[src/rtl/dcmi_pkg.sv]
// Shared constants and the state encoding for the DCMI byte-stream transmitter.
package dcmi_pkg;

  typedef enum logic [2:0] {
    ST_IDLE   = 3'd0,
    ST_VFP    = 3'd1,
    ST_ACTIVE = 3'd2,
    ST_HBL    = 3'd3,
    ST_VBP    = 3'd4
  } state_t;

  localparam int BYTE_LANES = 4;
  localparam int LANE_W     = 2;
  localparam int CNT_W      = 16;
  localparam int WORD_CNT_W = 32;

endpackage

[src/rtl/dcmi_tx_unpack.sv]
// One-word holding register that hands out its bytes LSB first.
module dcmi_tx_unpack
  import dcmi_pkg::*;
(
  input  logic        clk,
  input  logic        rst,
  input  logic        clear,
  input  logic        load,
  input  logic [31:0] load_data,
  input  logic        consume,
  output logic        valid,
  output logic        last,
  output logic [7:0]  byte_sel
);

  logic [31:0]       word;
  logic [31:0]       shifted;
  logic [LANE_W-1:0] lane;

  assign last     = valid && (lane == LANE_W'(BYTE_LANES - 1));
  assign shifted  = word >> {lane, 3'b000};
  assign byte_sel = shifted[7:0];

  // A load may coincide with consuming the final byte; the new word wins.
  always_ff @(posedge clk) begin
    if (rst || clear) begin
      valid <= 1'b0;
      word  <= '0;
      lane  <= '0;
    end else if (load) begin
      valid <= 1'b1;
      word  <= load_data;
      lane  <= '0;
    end else if (consume && valid) begin
      if (last) valid <= 1'b0;
      lane <= lane + LANE_W'(1);
    end
  end

endmodule

[src/rtl/dcmi_tx.sv]
// DCMI-style transmitter: frames a stream of 32-bit words into vsync/hsync/de byte timing.
//   state  | meaning
//   IDLE   | waiting for start
//   VFP    | VBLANK cycles before the first line, first word prefetched
//   ACTIVE | emitting line bytes, stalls while the holding register is empty
//   HBL    | HBLANK idle cycles between lines, next word prefetched
//   VBP    | VBLANK cycles after the last line, frame_done in its final cycle
module dcmi_tx
  import dcmi_pkg::*;
#(
  parameter int LINE_BYTES  = 640,
  parameter int FRAME_LINES = 480,
  parameter int HBLANK      = 16,
  parameter int VBLANK      = 8
) (
  input  logic        clk,
  input  logic        rst,
  input  logic        block_en,
  input  logic        start,
  input  logic        src_rdy,
  output logic        src_req,
  input  logic [31:0] src_data,
  output logic        dcmi_vsync,
  output logic        dcmi_hsync,
  output logic        dcmi_de,
  output logic [7:0]  dcmi_data,
  output logic        busy,
  output logic        frame_done,
  output logic        underrun
);

  localparam logic [CNT_W-1:0] BYTE_LAST = CNT_W'(LINE_BYTES - 1);
  localparam logic [CNT_W-1:0] LINE_LAST = CNT_W'(FRAME_LINES - 1);
  localparam logic [CNT_W-1:0] HBL_LAST  = CNT_W'(HBLANK - 1);
  localparam logic [CNT_W-1:0] VBL_LAST  = CNT_W'(VBLANK - 1);
  localparam logic [WORD_CNT_W-1:0] FRAME_WORDS =
    WORD_CNT_W'((LINE_BYTES / BYTE_LANES) * FRAME_LINES);

  state_t                state;
  logic [CNT_W-1:0]      byte_cnt;
  logic [CNT_W-1:0]      line_cnt;
  logic [CNT_W-1:0]      blank_cnt;
  logic [WORD_CNT_W-1:0] words_left;

  logic       hold_valid;
  logic       hold_last;
  logic [7:0] hold_byte;
  logic       emit;
  logic       xfer;

  assign emit = (state == ST_ACTIVE) && hold_valid;

  // Decoded only from flops so a pop completes in the same cycle it is offered.
  assign src_req = (state != ST_IDLE) && (words_left != '0) &&
                   (!hold_valid || (emit && hold_last));
  assign xfer    = src_req && src_rdy;

  dcmi_tx_unpack u_unpack (
    .clk       (clk),
    .rst       (rst),
    .clear     (!block_en),
    .load      (xfer),
    .load_data (src_data),
    .consume   (emit),
    .valid     (hold_valid),
    .last      (hold_last),
    .byte_sel  (hold_byte)
  );

  always_ff @(posedge clk) begin
    if (rst || !block_en) begin
      state      <= ST_IDLE;
      byte_cnt   <= '0;
      line_cnt   <= '0;
      blank_cnt  <= '0;
      words_left <= '0;
      dcmi_vsync <= 1'b0;
      dcmi_hsync <= 1'b0;
      dcmi_de    <= 1'b0;
      dcmi_data  <= 8'h00;
      busy       <= 1'b0;
      frame_done <= 1'b0;
      underrun   <= 1'b0;
    end else begin
      dcmi_vsync <= (state != ST_IDLE);
      busy       <= (state != ST_IDLE);
      dcmi_hsync <= (state == ST_ACTIVE);
      dcmi_de    <= emit;
      dcmi_data  <= emit ? hold_byte : 8'h00;
      frame_done <= 1'b0;
      if (xfer) words_left <= words_left - WORD_CNT_W'(1);

      unique case (state)
        ST_IDLE: begin
          if (start) begin
            state      <= ST_VFP;
            byte_cnt   <= '0;
            line_cnt   <= '0;
            blank_cnt  <= '0;
            words_left <= FRAME_WORDS;
            underrun   <= 1'b0;
          end
        end
        ST_VFP: begin
          if (blank_cnt == VBL_LAST) begin
            state     <= ST_ACTIVE;
            blank_cnt <= '0;
          end else begin
            blank_cnt <= blank_cnt + CNT_W'(1);
          end
        end
        ST_ACTIVE: begin
          // Starved: hsync stays up, counters freeze until a word arrives.
          if (!hold_valid) begin
            underrun <= 1'b1;
          end else if (byte_cnt == BYTE_LAST) begin
            byte_cnt <= '0;
            if (line_cnt == LINE_LAST) begin
              state <= ST_VBP;
            end else begin
              line_cnt <= line_cnt + CNT_W'(1);
              state    <= ST_HBL;
            end
          end else begin
            byte_cnt <= byte_cnt + CNT_W'(1);
          end
        end
        ST_HBL: begin
          if (blank_cnt == HBL_LAST) begin
            state     <= ST_ACTIVE;
            blank_cnt <= '0;
          end else begin
            blank_cnt <= blank_cnt + CNT_W'(1);
          end
        end
        ST_VBP: begin
          if (blank_cnt == VBL_LAST) begin
            state      <= ST_IDLE;
            blank_cnt  <= '0;
            frame_done <= 1'b1;
          end else begin
            blank_cnt <= blank_cnt + CNT_W'(1);
          end
        end
        default: state <= ST_IDLE;
      endcase
    end
  end

endmodule

[config.mk]
export PLATFORM = sky130hd
export DESIGN_NAME = dcmi_tx
export DESIGN_NICKNAME = d
export VERILOG_FILES = /design/src/rtl/dcmi_pkg.sv /design/src/rtl/dcmi_tx_unpack.sv /design/src/rtl/dcmi_tx.sv
export SDC_FILE = /design/constraint.sdc
export NUM_CORES = 1
export LEC_CHECK = 0
export ABC_AREA = 1
export CORE_ASPECT_RATIO = 0.8
export CORE_UTILIZATION = 35
export CTS_CLUSTER_SIZE = 28
export DETAILED_ROUTE_END_ITERATION = 6
export PLACE_DENSITY = 0.61
export SLEW_MARGIN = 10
export SYNTH_ARGS = -nofsm -noshare
export SYNTH_HDL_FRONTEND = slang
export SYNTH_SLANG_ARGS = --single-unit
[constraint.sdc]
create_clock -name clk -period 2.6 [get_ports clk]
set_clock_uncertainty 0.05 [all_clocks]
set_input_delay 0.39 -clock clk [delete_from_list [all_inputs] [get_ports clk]]
set_output_delay 0.39 -clock clk [all_outputs]
set_load 0.005 [all_outputs]
## After elaboration in Yosys (flattened, before gate mapping)

Index checks and enable logic that the tools add are counted.

- Muxes and demuxes: 29
- Equal/unequal tests: 17
- Reduce and logical (&&, ||, !) cells: 28
- Bitwise gates (word level): 2
- Shifts and indexed selects: 1
- Order comparisons: 0
- Add/sub/neg operators: 5
- Multiply operators: 0
- Div/mod/pow operators: 0

Operators with widths:

| kind | number |
|---|---|
| $mux W16 | 8 |
| $mux W32 | 3 |
| $pmux W16 S2 | 2 |
| $add A16 B1 Y16 const B | 3 |
| $pmux W16 S3 | 1 |
| $reduce_bool A32 Y1 | 1 |
| $shr A32 B5 Y8 | 1 |
| $sub A32 B1 Y32 const B | 1 |
| $mux W3 | 7 |
| $eq A16 B10 Y1 const B | 1 |
| $eq A16 B3 Y1 const B | 1 |
| $eq A16 B4 Y1 const B | 1 |
| $eq A16 B9 Y1 const B | 1 |
| $pmux W3 S5 | 1 |
| $ne A2 B2 Y1 const B | 6 |
| $reduce_or A2 Y1 | 4 |
| $logic_and A1 B1 Y1 | 7 |
| $eq A3 B2 Y1 const B | 2 |
| $mux W1 | 6 |
| $reduce_and A3 Y1 | 2 |
| $reduce_and A6 Y1 | 1 |
| $reduce_bool A2 Y1 | 3 |
| $reduce_bool A3 Y1 | 2 |
| $reduce_and A5 Y1 | 1 |
| other kinds (11) | 16 |

- Memories kept: 0
- Bits in read-only memories: 0
- Bits in registers: 131
- Memory bits (writable): 0
- Bits in latches: 0
- Input port bits: 37
- Output and inout bits: 15

## Logic depth before layout (Yosys ltp)

- Depth in word-level cells: 9
- Depth in mapped cells: 14

## Modules after synthesis

From an unflattened synthesis, not the netlist that was laid out.

- Cell total of the unflattened synthesis: 1096
- Area total of the unflattened synthesis: 7044.3 um2

Modules (own cells, without submodules):

| module | times used | cells an instance | area an instance (um2) |
|---|---|---|---|
| dcmi_tx | 1 | 844 | 5356.4 |
| dcmi_tx_unpack | 1 | 252 | 1687.9 |

## Worst setup path before layout

No wires, ideal clock.

- Kind: reg2reg
- Start: reg words_left[0]
- End: reg u_unpack.valid
- Required time: 2.418 ns
- Stages on the path, launching flop included: 12
- Path slack: 0.840 ns
- Library setup time: 0.132 ns
- Clock period less this slack: 1.760 ns
- Arrival time: 1.578 ns
- Path buffers: 2
- Path through: dfxtp_1 > inv_1 > ha_1 > nand2_1 > nor2_2 > nand2_2 > nor2_2 > nand2_2 > nand3_2 > buf_6 > buf_2 > a21oi_1

- Cells in the longest elaborated chain, start to end: 6

Ends and longest elaborated chain:

| element | line | text |
|---|---|---|
| start, declared | dcmi_tx.sv:43 | `logic [WORD_CNT_W-1:0] words_left;` |
| start signal, assigned | dcmi_tx.sv:91 | `if (xfer) words_left <= words_left - WORD_CNT_W'(1);` |
| $reduce_bool A32 Y1 (*) | dcmi_tx.sv:54 | `assign src_req = (state != ST_IDLE) && (words_left != '0) &&` |
| $logic_and A1 B1 Y1 (*) (2 in series) | dcmi_tx.sv:54 |  |
| $logic_and A1 B1 Y1 (*) | dcmi_tx.sv:56 | `assign xfer = src_req && src_rdy;` |
| $reduce_bool A2 Y1 (no line) | n/a |  |
| $reduce_and A2 Y1 (no line) | n/a |  |
| end signal, assigned | dcmi_tx_unpack.sv:27 | `valid <= 1'b0;` |
| end signal, assigned | dcmi_tx_unpack.sv:31 | `valid <= 1'b1;` |
| end signal, assigned | dcmi_tx_unpack.sv:35 | `if (last) valid <= 1'b0;` |
| end, declared | dcmi_tx_unpack.sv:11 | `output logic valid,` |

Mark *: on every way between the ends. The rest lies on a longest branch, timed or not.
A chain may end at the register's enable or synchronous reset.

## Worst setup path in the final report

- Start: reg words_left[0]
- End: out src_req

- Cells in the longest elaborated chain, start to end: 3

Ends and longest elaborated chain:

| element | line | text |
|---|---|---|
| $reduce_bool A32 Y1 | dcmi_tx.sv:54 |  |
| $logic_and A1 B1 Y1 (2 in series) | dcmi_tx.sv:54 |  |
| end, declared | dcmi_tx.sv:21 | `output logic src_req,` |

No other way between the ends.

==> metrics.md <==
| Metric | Value |
|---|---|
| Critical-path maximum fanout | 4 |
| Layout cells sized above 1 | 0.08048 |
| ANT nets after route | 0 |
| Leak pwr | 3.277 nW |
| Fin crit share | 0.9398 |
| Reg2reg path depth | 11 |
| Setup TNS | 0 ns |
| Slowest stage cell, crit path | clkdlybuf4s50_1 |
| DR vias | 6383 |
| Met2 usage | 0.2595 |
| Fin nets | 1110 |
| Finished layout cell area | between 0.008 and 0.009 mm2 |
| Synth top area cells | dfxtp_1, nand2_1, nor2_1, a21oi_1, inv_1 |
| Met3 Usage GRT | 0.03826 |
| Total grt overflow | 0 |
| Routed len/inst | 12.38 um |
| DRT iter0 DRCs | 365 |
| CP cell instances | inv_2 > ha_4 > nand2_2 > nor2_2 > nand2_1 > nor2_1 > nor2_2 > clkdlybuf4s50_1 |
| Slew @ Worst Pin | 0.8692 ns |
| Gpl congestion | 0.8777 |
| Hold Slack | 0.4080 ns |
| Initial Utilization | 0.3565 |
| Clock tree root driver cell | clkbuf_16 |
| CTS clk-pin slew, worst paths | 0.06 ns |
| Failing checks | DRC |
| RSZ-0062 raised after global routing | false |
| Sink Count | 131 |
| Setup crit start | words_left[0] |
| Status | finished with violations |
| Slew Limit Fails | 0 |
| Sequential fraction of the synthesis area | 0.3876 |
| TritonCTS Buffers | 17 |
| GRT Max-Usage Layer | met1 |
| Via-per-instance ratio | roughly 4.8 |
| Die width | 157.4 um |
| Setup ws final | 0.1566 ns |
| Placed cells | 1307 |
| Largest net degree at the start of global routing | 65 |
| FF+latch count, synth | 131 |
| DR pass1 iterations | 7 |
| Async SR Flop Fraction | 0 |
| Max incr delay on CP | 0.53 ns |
| WL final | 16570 um |
| Hold Crit Class | flop to flop |
| Hold Vio Cnt, Final | 0 |
| Clock latency on the worst-skew pair | 0.42 ns |
| # fillers | a little under 2k |
| Reg2reg start | words_left[0] |
| Reg-to-reg endpoint | words_left[4] |
| Worst setup SP type | flop |
| First-pass GRT wire length | 28480 um |
| Row Count | 45 |
| Synth Area per Inst | around 6.6 um2 |
| Fin crit period | 2.443 ns |
| Placed cell areas | 0.007495 mm2 |
| Hpwl dp | 11500 um |
| Crit path depth | 8 |
| DRC | 2 |
| Synthesized Nets | 1060 |
| Worst Path Buf+Inv | 2 |
| Core Area | roughly 0.019 mm2 |
| CTS Buffer Depth | 2 |
| CP endpoint | src_req |
| Antenna Cells | 0 |
| WP data required | 2.16 ns |
| Worst slack, placed | roughly 0.18 ns |
| Max_cap viols | 0 |
| Cell taking the most area after synthesis | dfxtp_1 |
| Vias in the first global route | 5883 |
| Pwr/cell area | 731.0 mW/mm2 |
| Max-slew headroom | 0.4205 |
| Post-CTS Setup Bufs | 0 |
| I/O Buffers | 51 |
| Worst VDD drop | 367.7 uV |
| Die area | 0.01989 mm2 |
| TritonCTS clock tree | done |
| Die height | 126.4 um |
| Cell family with most CP delay | buffers and inverters |
| Crit path capture type | primary output |
| Total GRT Usage | 0.1788 |
| Ys flop type | dfxtp_1 |
| Worst EP arrival | 2.00 ns |
| Post-Syn Instances | 1018 |
| CTS H-tree lvls | 4 |
| Highest clock rate | just over 0.4 GHz |
| Cell mode on critical path | nor2_2 |
| Top-level port count | 52 |
| Cell Area, Synth | 0.006765 mm2 |
| Area Growth Syn to Fin | 20.12% |
| Synth unique cells | 36 |
| Final cell count without fillers | 1339 |
| Final setup viols | 0 |
| Post-synth EDFFs | 0 |
| Initial antenna violation count | 0 |
| Synthesis Warnings | 0 |
| FF-to-FF setup slack | 0.25 ns |
| Met1 Track Usage GR | 0.2637 |
| Crit Path Class | flop to primary output |
| Share of the synthesized area in the top cell type | 0.3876 |
==> layer usage <==
metal,vias up,share of wire
li1,3362,-
met1,2871,0.53
met2,133,0.42
met3,17,0.044
met4,0,0.0092
met5,-,0
==> worst min-delay path by stage <==
| stage | from | end | slack, ns | depth (start not counted) |
|---|---|---|---|---|
| after global routing | u_unpack.word[23] | u_unpack.word[23] | 0.42 | 2 |
| final | u_unpack.word[14] | u_unpack.word[14] | 0.41 | 2 |
| after CTS | u_unpack.word[23] | u_unpack.word[23] | 0.41 | 2 |
| after global placement | u_unpack.word[14] | u_unpack.word[14] | 0.39 | 2 |
| after floorplan | u_unpack.word[10] | u_unpack.word[10] | 0.38 | 2 |
| after detailed placement | u_unpack.word[23] | u_unpack.word[23] | 0.40 | 2 |
==> worst reg2reg max path, stage by stage, from the launching register on <==
cell and delay (ns):
dfxtp_1 0.40, inv_2 0.08, ha_4 0.18, nand2_1 0.08, nor2_2 0.05, nand2_2 0.13, nor2_2 0.06, nand2_2 0.09
nand3_2 0.11, inv_2 0.63, nand3_1 0.20, a21oi_1 0.21
==> registers in the layout (all words and copies together), names as in the netlist <==
| name | count |
|---|---|
| line_cnt | 16 |
| byte_cnt | 16 |
| state | 3 |
| u_unpack.lane | 2 |
| underrun | 1 |
| words_left | 32 |
| frame_done | 1 |
| busy | 1 |
| dcmi_data | 8 |
| blank_cnt | 16 |
| u_unpack.valid | 1 |
| u_unpack.word | 32 |
| dcmi_hsync | 1 |
| dcmi_de | 1 |
==> power by group <==
| group | leakage, nW | internal, mW | switching [mW] | total (mW) |
|---|---|---|---|---|
| clock network | 0.303 | 1.47 | 1.03 | 2.49 |
| registers | 1.06 | 2.07 | 0.0488 | 2.12 |
| logic | 1.92 | 0.435 | 0.896 | 1.33 |
| total | 3.28 | 3.97 | 1.97 | 5.94 |
==> logic make-up after synthesis <==
logic type | synth area share
flops | 0.3876
simple gates | 0.3429
xor+xnor | 0.04013
compound gates | 0.1210
fa+ha+maj | 0.009247
buf+inv | 0.09913
==> stage by stage <==
stage	power, mW	utilization
after floorplan	3.167	-
after global placement	3.486	0.3950
after detailed placement	3.481	0.3950
after CTS	5.993	0.4276
after global routing	6.273	0.4283
final	5.941	0.4283
==> synth_stat cells, types with 8 or more instances <==
cell type,number
inv_2,13
inv_1,109
o21ai_0,37
o21ai_1,14
nand3_1,53
nand2_1,255
buf_6,10
a21oi_1,96
xnor2_1,8
nor3_1,24
clkbuf_1,15
nand4_1,21
nand2_2,9
nor2_1,147
dfxtp_1,131
xor2_1,23
==> cells in the final DEF, fill, tap and decap left out, drive strengths merged, types with 23 or more instances in the layout <==
cell | netlist | routed
clkdlybuf4s50 | 0 | 51
inv | 122 | 131
xor2 | 23 | 23
dfxtp | 131 | 131
nand2 | 265 | 265
o21ai | 51 | 51
nand3 | 56 | 56
nor2 | 156 | 156
a21oi | 96 | 96
nor3 | 26 | 26
==> layout make-up <==
cell class,instances,area [um2],area share
sequential,131,2623,0.3227
inverter,123,461.7,0.05681
timing repair buffer,63,613.1,0.07544
tap,258,322.8,0.03972
clock buffer,17,425.4,0.05235
multi-input combinational,732,3492,0.4297
clock inverter,15,188.9,0.02325
==> timing repair <==
item,CTS,global route
resized for setup,2,3
setup endpoints to repair,1,12
pin swaps,0,0
hold buffers,0,0
Note: power is estimated with default switching activity, not from simulation.
